**src/rtl/tinyqv_seq_pkg.sv**
```systemverilog
// tinyqv_seq_pkg
//   Shared definitions for the TinyQV instruction sequencer:
//   sequencer state encoding, nibble-per-pass count, instruction length
//   encodings and the pc advance helper.
package tinyqv_seq_pkg;

  typedef enum logic [1:0] {
    IDLE     = 2'd0,
    EXEC     = 2'd1,
    MEM_WAIT = 2'd2,
    HALT     = 2'd3
  } seq_state_t;

  // One 4-bit slice per cycle, so a 32-bit pass takes eight cycles.
  localparam int         NIBBLES     = 8;
  localparam logic [2:0] LAST_NIBBLE = 3'(NIBBLES - 1);

  // instr_len is in halfword units.
  localparam logic [2:1] LEN_16 = 2'd1;
  localparam logic [2:1] LEN_32 = 2'd2;

  // Sequential pc advance; wraps modulo 2^23.
  function automatic logic [23:1] pc_advance(input logic [23:1] pc_cur,
                                             input logic [2:1]  len);
    return pc_cur + {21'd0, len};
  endfunction

endpackage

```
**src/rtl/tinyqv_seq_timeout.sv**
```systemverilog
// tinyqv_seq_timeout
//   Memory-acknowledge wait counter with timeout compare.
//   Ports:
//     clk     - clock
//     rstn    - synchronous active-low reset
//     active  - sequencer is waiting for memory (counts while high)
//     ack     - memory acknowledge; restarts the count
//     expired - this is the last allowed wait cycle and no ack arrived
module tinyqv_seq_timeout #(
  parameter int MEM_TIMEOUT = 255
) (
  input  logic clk,
  input  logic rstn,
  input  logic active,
  input  logic ack,
  output logic expired
);

  localparam int         W    = $clog2(MEM_TIMEOUT + 1);
  localparam logic [W-1:0] LAST = W'(MEM_TIMEOUT - 1);

  logic [W-1:0] wait_cnt;

  always_ff @(posedge clk) begin
    if (!rstn) begin
      wait_cnt <= '0;
    end else if (!active || ack) begin
      wait_cnt <= '0;
    end else begin
      wait_cnt <= wait_cnt + 1'b1;
    end
  end

  // The count reaches MEM_TIMEOUT at the end of this cycle; ack wins a tie.
  assign expired = active && !ack && (wait_cnt == LAST);

endmodule

```
**src/rtl/tinyqv_sequencer.sv**
```systemverilog
// tinyqv_sequencer
//   Nibble-serial execution sequencer for the TinyQV core. Steps the core
//   through 8-cycle passes, parks it while a load/store is outstanding,
//   retires instructions and tracks the pc.
//   Ports:
//     clk, rstn       - clock, synchronous active-low reset
//     instr_valid     - fetch buffer holds a decoded instruction
//     instr_len       - instruction length in halfwords (1 or 2)
//     is_mem          - current instruction is a load/store
//     address_ready   - core produced the memory address this pass
//     mem_ack         - memory transaction completed
//     instr_complete  - core finishes the instruction on this pass
//     branch          - control transfer taken at completion
//     branch_target   - destination pc for a taken branch
//     counter         - nibble index presented to the core
//     core_run        - core datapath advances this cycle
//     instr_accept    - one-cycle retire pulse
//     pc              - pc of the executing instruction
//     mem_req         - memory transaction outstanding
//     fault           - sticky memory-timeout flag
module tinyqv_sequencer
  import tinyqv_seq_pkg::*;
#(
  parameter logic [23:1] RESET_PC    = 23'h0,
  parameter int          MEM_TIMEOUT = 255
) (
  input  logic         clk,
  input  logic         rstn,
  input  logic         instr_valid,
  input  logic [2:1]   instr_len,
  input  logic         is_mem,
  input  logic         address_ready,
  input  logic         mem_ack,
  input  logic         instr_complete,
  input  logic         branch,
  input  logic [23:1]  branch_target,
  output logic [2:0]   counter,
  output logic         core_run,
  output logic         instr_accept,
  output logic [23:1]  pc,
  output logic         mem_req,
  output logic         fault
);

  seq_state_t state;
  logic       mem_done;
  logic       timeout_hit;
  logic       last_nibble;
  logic       go_mem_wait;
  logic       retire;

  tinyqv_seq_timeout #(
    .MEM_TIMEOUT(MEM_TIMEOUT)
  ) u_timeout (
    .clk    (clk),
    .rstn   (rstn),
    .active (state == MEM_WAIT),
    .ack    (mem_ack),
    .expired(timeout_hit)
  );

  assign last_nibble = (state == EXEC) && (counter == LAST_NIBBLE);
  // Entering the memory wait takes priority over retiring on the same pass.
  assign go_mem_wait = last_nibble && is_mem && address_ready && !mem_done;
  assign retire      = last_nibble && instr_complete && !go_mem_wait;

  // Gated by rstn so a reset cycle never produces a retire pulse.
  assign instr_accept = rstn && retire;
  assign core_run     = (state == EXEC);
  assign mem_req      = (state == MEM_WAIT);

  always_ff @(posedge clk) begin
    if (!rstn) begin
      state    <= IDLE;
      counter  <= '0;
      pc       <= RESET_PC;
      mem_done <= 1'b0;
      fault    <= 1'b0;
    end else begin
      case (state)
        IDLE: begin
          counter <= '0;
          if (instr_valid) state <= EXEC;
        end
        EXEC: begin
          // Wraps 7 -> 0 for every outcome at the end of a pass.
          counter <= counter + 3'd1;
          if (go_mem_wait) begin
            state <= MEM_WAIT;
          end else if (retire) begin
            pc       <= branch ? branch_target : pc_advance(pc, instr_len);
            mem_done <= 1'b0;
            state    <= instr_valid ? EXEC : IDLE;
          end
        end
        MEM_WAIT: begin
          counter <= '0;
          if (mem_ack) begin
            mem_done <= 1'b1;
            state    <= EXEC;
          end else if (timeout_hit) begin
            fault <= 1'b1;
            state <= HALT;
          end
        end
        HALT: begin
          counter <= '0;
        end
        default: state <= IDLE;
      endcase
    end
  end

endmodule
```
**config.mk**
```make
export PLATFORM = sky130hd
export DESIGN_NAME = tinyqv_sequencer
export DESIGN_NICKNAME = d
export VERILOG_FILES = /design/src/rtl/tinyqv_seq_pkg.sv /design/src/rtl/tinyqv_seq_timeout.sv /design/src/rtl/tinyqv_sequencer.sv
export SDC_FILE = /design/constraint.sdc
export NUM_CORES = 1
export LEC_CHECK = 0
export CORE_UTILIZATION = 40
export CTS_CLUSTER_DIAMETER = 150
export DETAILED_ROUTE_END_ITERATION = 8
export PLACE_DENSITY = 0.68
export REMOVE_ABC_BUFFERS = 1
export SLEW_MARGIN = 20
export SYNTH_ARGS = -nofsm -noshare
export SYNTH_HDL_FRONTEND = slang
export SYNTH_SLANG_ARGS = --single-unit
```
**constraint.sdc**
```tcl
create_clock -name clk -period 2.8 [get_ports clk]
set_input_delay 0.7 -clock clk [delete_from_list [all_inputs] [get_ports clk]]
set_output_delay 0.7 -clock clk [all_outputs]
set_load 0.01 [all_outputs]
```
==> results of run 1 <==
==> metal layers <==
metal  global-route usage  routed length (microns)  share of wire
met2                0.380                     3170           0.48
met1                0.293                     2990           0.45
met3               0.0345                      473          0.071
met4               0.0618                       19         0.0029
met5                    0                        0              0
==> cell type report <==
class	instances	area, sq um	area share
clock buffers	6	82.6	0.0258
clock inverters	2	12.5	0.00390
inverters	15	56.3	0.0176
multi-input cells	221	1480	0.463
flip-flops and latches	38	761	0.237
well taps	72	90.1	0.0281
repair buffers	76	719	0.224
==> path summary, 6_finish.rpt <==
| path | startpoint | endpoint | slack, ns | cells after the start |
|---|---|---|---|---|
| max | address_ready | instr_accept | 0.27 | 6 |
| min | counter[0] | counter[0] | 0.47 | 1 |
| max reg2reg | counter[0] | pc[10] | 0.72 | 7 |
| min reg2reg | counter[0] | counter[0] | 0.47 | 1 |
==> sequential cells by signal, summed over array words and instances (netlist names) <==
signal,count
mem_done,1
counter,3
u_timeout.wait_cnt,8
state,2
fault,1
pc,23
==> power by group through the flow <==
stage / combinational, uW / clock [uW] / sequential, uW
3_3_place_gp: 207 / 0 / 575
3_5_place_dp: 207 / 0 / 576
2_1_floorplan: 99.7 / 0 / 574
5_1_grt: 228 / 440 / 564
4_1_cts: 208 / 419 / 563
6_report: 208 / 409 / 563
==> Yosys cell counts (all sizes together) (4+ instances only) <==
cell     n  area [sq um]
and3     4          25.0
nor4     9          86.3
a22oi    5          37.5
o22ai    4          25.0
clkbuf  14          52.6
a21oi   14          70.1
ha      11           138
dfxtp   38           761
o21a     5          37.5
nand2   25          93.8
a31oi    4          25.0
inv     15          56.3
buf      4          20.0
and2     4          25.0
mux2i    4          40.0
o21ai   14          70.1
xor2     5          43.8
nand4    9          86.3
nor2    26          97.6
nor3    13          65.1
nand3   16          80.1
==> per-stage QoR <==
step / setup WS [ns] / setup TNS, ns / instance area, sq um
6_report: 0.273 / 0 / 3210
3_5_place_dp: -0.0449 / -0.0449 / 3110
5_1_grt: 0.161 / 0 / 3210
2_1_floorplan: -0.171 / -0.171 / 2300
3_3_place_gp: -0.0455 / -0.0455 / 3110
4_1_cts: 0.258 / 0 / 3210
==> logic make-up (layout without fill, tap and decap cells) <==
logic type      after synthesis  count (layout)
simple gates                121             121
xor+xnor                      6               6
mux                           5               5
fa+ha+maj                    12              12
compound gates               77              77
buf+inv                      33              99
flops                        38              38
==> what timing repair did <==
action / 4_1_cts / 5_1_grt
setup buffers: 0 / 0
resized for setup: 2 / 0
endpoints found under the setup margin: 1 / 0
==> impl_metrics.yaml, run 1 <==
pwr:
  p_leak_uw: 0.00120
  total_power_uw: 1180
  clock_power_share: 0.347
  switchingPower_uw: 322
  p_seq_frac: 0.477
  p_int_uw: 858
  switching_share: 0.273
  power_density_nw_per_um2: 368
  pwr-share-comb: 0.176
  vdd_drop_max_mv: 0.297
layout:
  fin_util: 0.572
  final_common_cell: "clkdlybuf4s50_1"
  drive_above_1_share: 0.101
  areaGrowthSynthToFinish_pct: 35.2
  diodes: 0
  fillCellCount: 535
  nNetsFinal: 402
  stdcell_count: 430
  layout_common_cells: "60 x clkdlybuf4s50_1, 38 x dfxtp_1, 25 x nand2_1, 25 x nor2_1, 16 x nand3_1"
yosys:
  synth_edf_count: 0
  synth-compound-area-share: 0.232
  synth-simple-area-share: 0.283
  ys_seq_elements: 38
  synth_cell_type_count: 55
  synth_fa_ha_area_frac: 0.0665
  synthMuxAreaShare: 0.0216
  synth_xor_xnor_area_share: 0.0222
  async_reset_ff_frac: 0
  syn_area_sq_um: 2370
  synth-main-ff-cell: "dfxtp_1"
  ys_seq_area_frac: 0.321
  synth_top_family_by_area: "simple AND/OR/NAND/NOR gates"
  netlist_instances: 292
  yosysWarnings: 0
  syn_avg_cell_area_sq_um: 8.12
floorplanning:
  dieArea_sq_um: 6240
  row_count: 27
  die_x_microns: 79.0
  start_util: 0.423
  die_h_microns: 79.0
  core_sq_um: 5610
  io_pins: 63
global_routing:
  grt_max_degree: 53
  grt_pass1_wl_microns: 11200
  grt_util_all_layers: 0.224
  antenna_found_initial: 0
  grt_overflow: 0
  first_global_vias: 2372
sta:
  period_needed_ns: 2.53
  timing.final.max_slew_violations: 0
  finalSetupViolCount: 0
  hold_viol: 0
  clock_skew_ns: 0.0107
  timing.hold.ws_ns: 0.469
  rsz0062_at_grt: "false"
  period_share: 0.902
  max_freq_ghz: 0.396
  worst_pin_slew_ns: 0.527
  max_slew_margin: 0.649
route:
  via_per_inst: 5.68
  dr_total_vias: 2442
  ant_nets: 0
  routedWlPerCell_microns: 15.5
  drc_errors: 0
  dr.pass1.iters: 4
  first_iter_violations: 156
  drt_wl_total_microns: 6650
run:
  drv_cap: 0
worst_setup_path:
  critPathArrivalTime_ns: 1.83
  crit_family: "buffers and inverters"
  cp-end-kind: "output pin"
  crit_slowest_cell: "clkdlybuf4s50_1"
  path_buf_inv: 3
  crit_chain: "clkdlybuf4s50_1 -> and3b_1 -> nor2_2 -> nand2_1 -> inv_1 -> dlygate4sd2_1"
  critical_path_class: "in2out"
  cp_data_required_time_ns: 2.10
  cp-start-kind: "input port"
  crit_fanout: 2
  critPathMaxStageDelay_ns: 0.39
cts:
  cts_sinks: 38
  clkSlewWorstSetupHoldPaths_ns: 0.08
  cts_tree: "yes"
  cts-buffers-inserted: 5
  cts-hold-fix-buffers: 0
  clk_latency_ns: 0.29
  h-tree-depth: 2
  root_buffer: "clkbuf_8"
  cts_max_path_buffers: 2
placement:
  gp_congestion: 0.816
  dp_cells: 422
  hpwl_microns: 4490
  port_buffers: 62
outcome:
  status: "finished clean"
min_path:
  hold_class: "reg2reg"
(Power assumes the default switching activity.)
==> run 2, diff against run 1 <==
Settings changed: SLEW_MARGIN 20 to default.
==> results of run 2 <==
Final layout, timing and power as in run 1 (identical DEF).
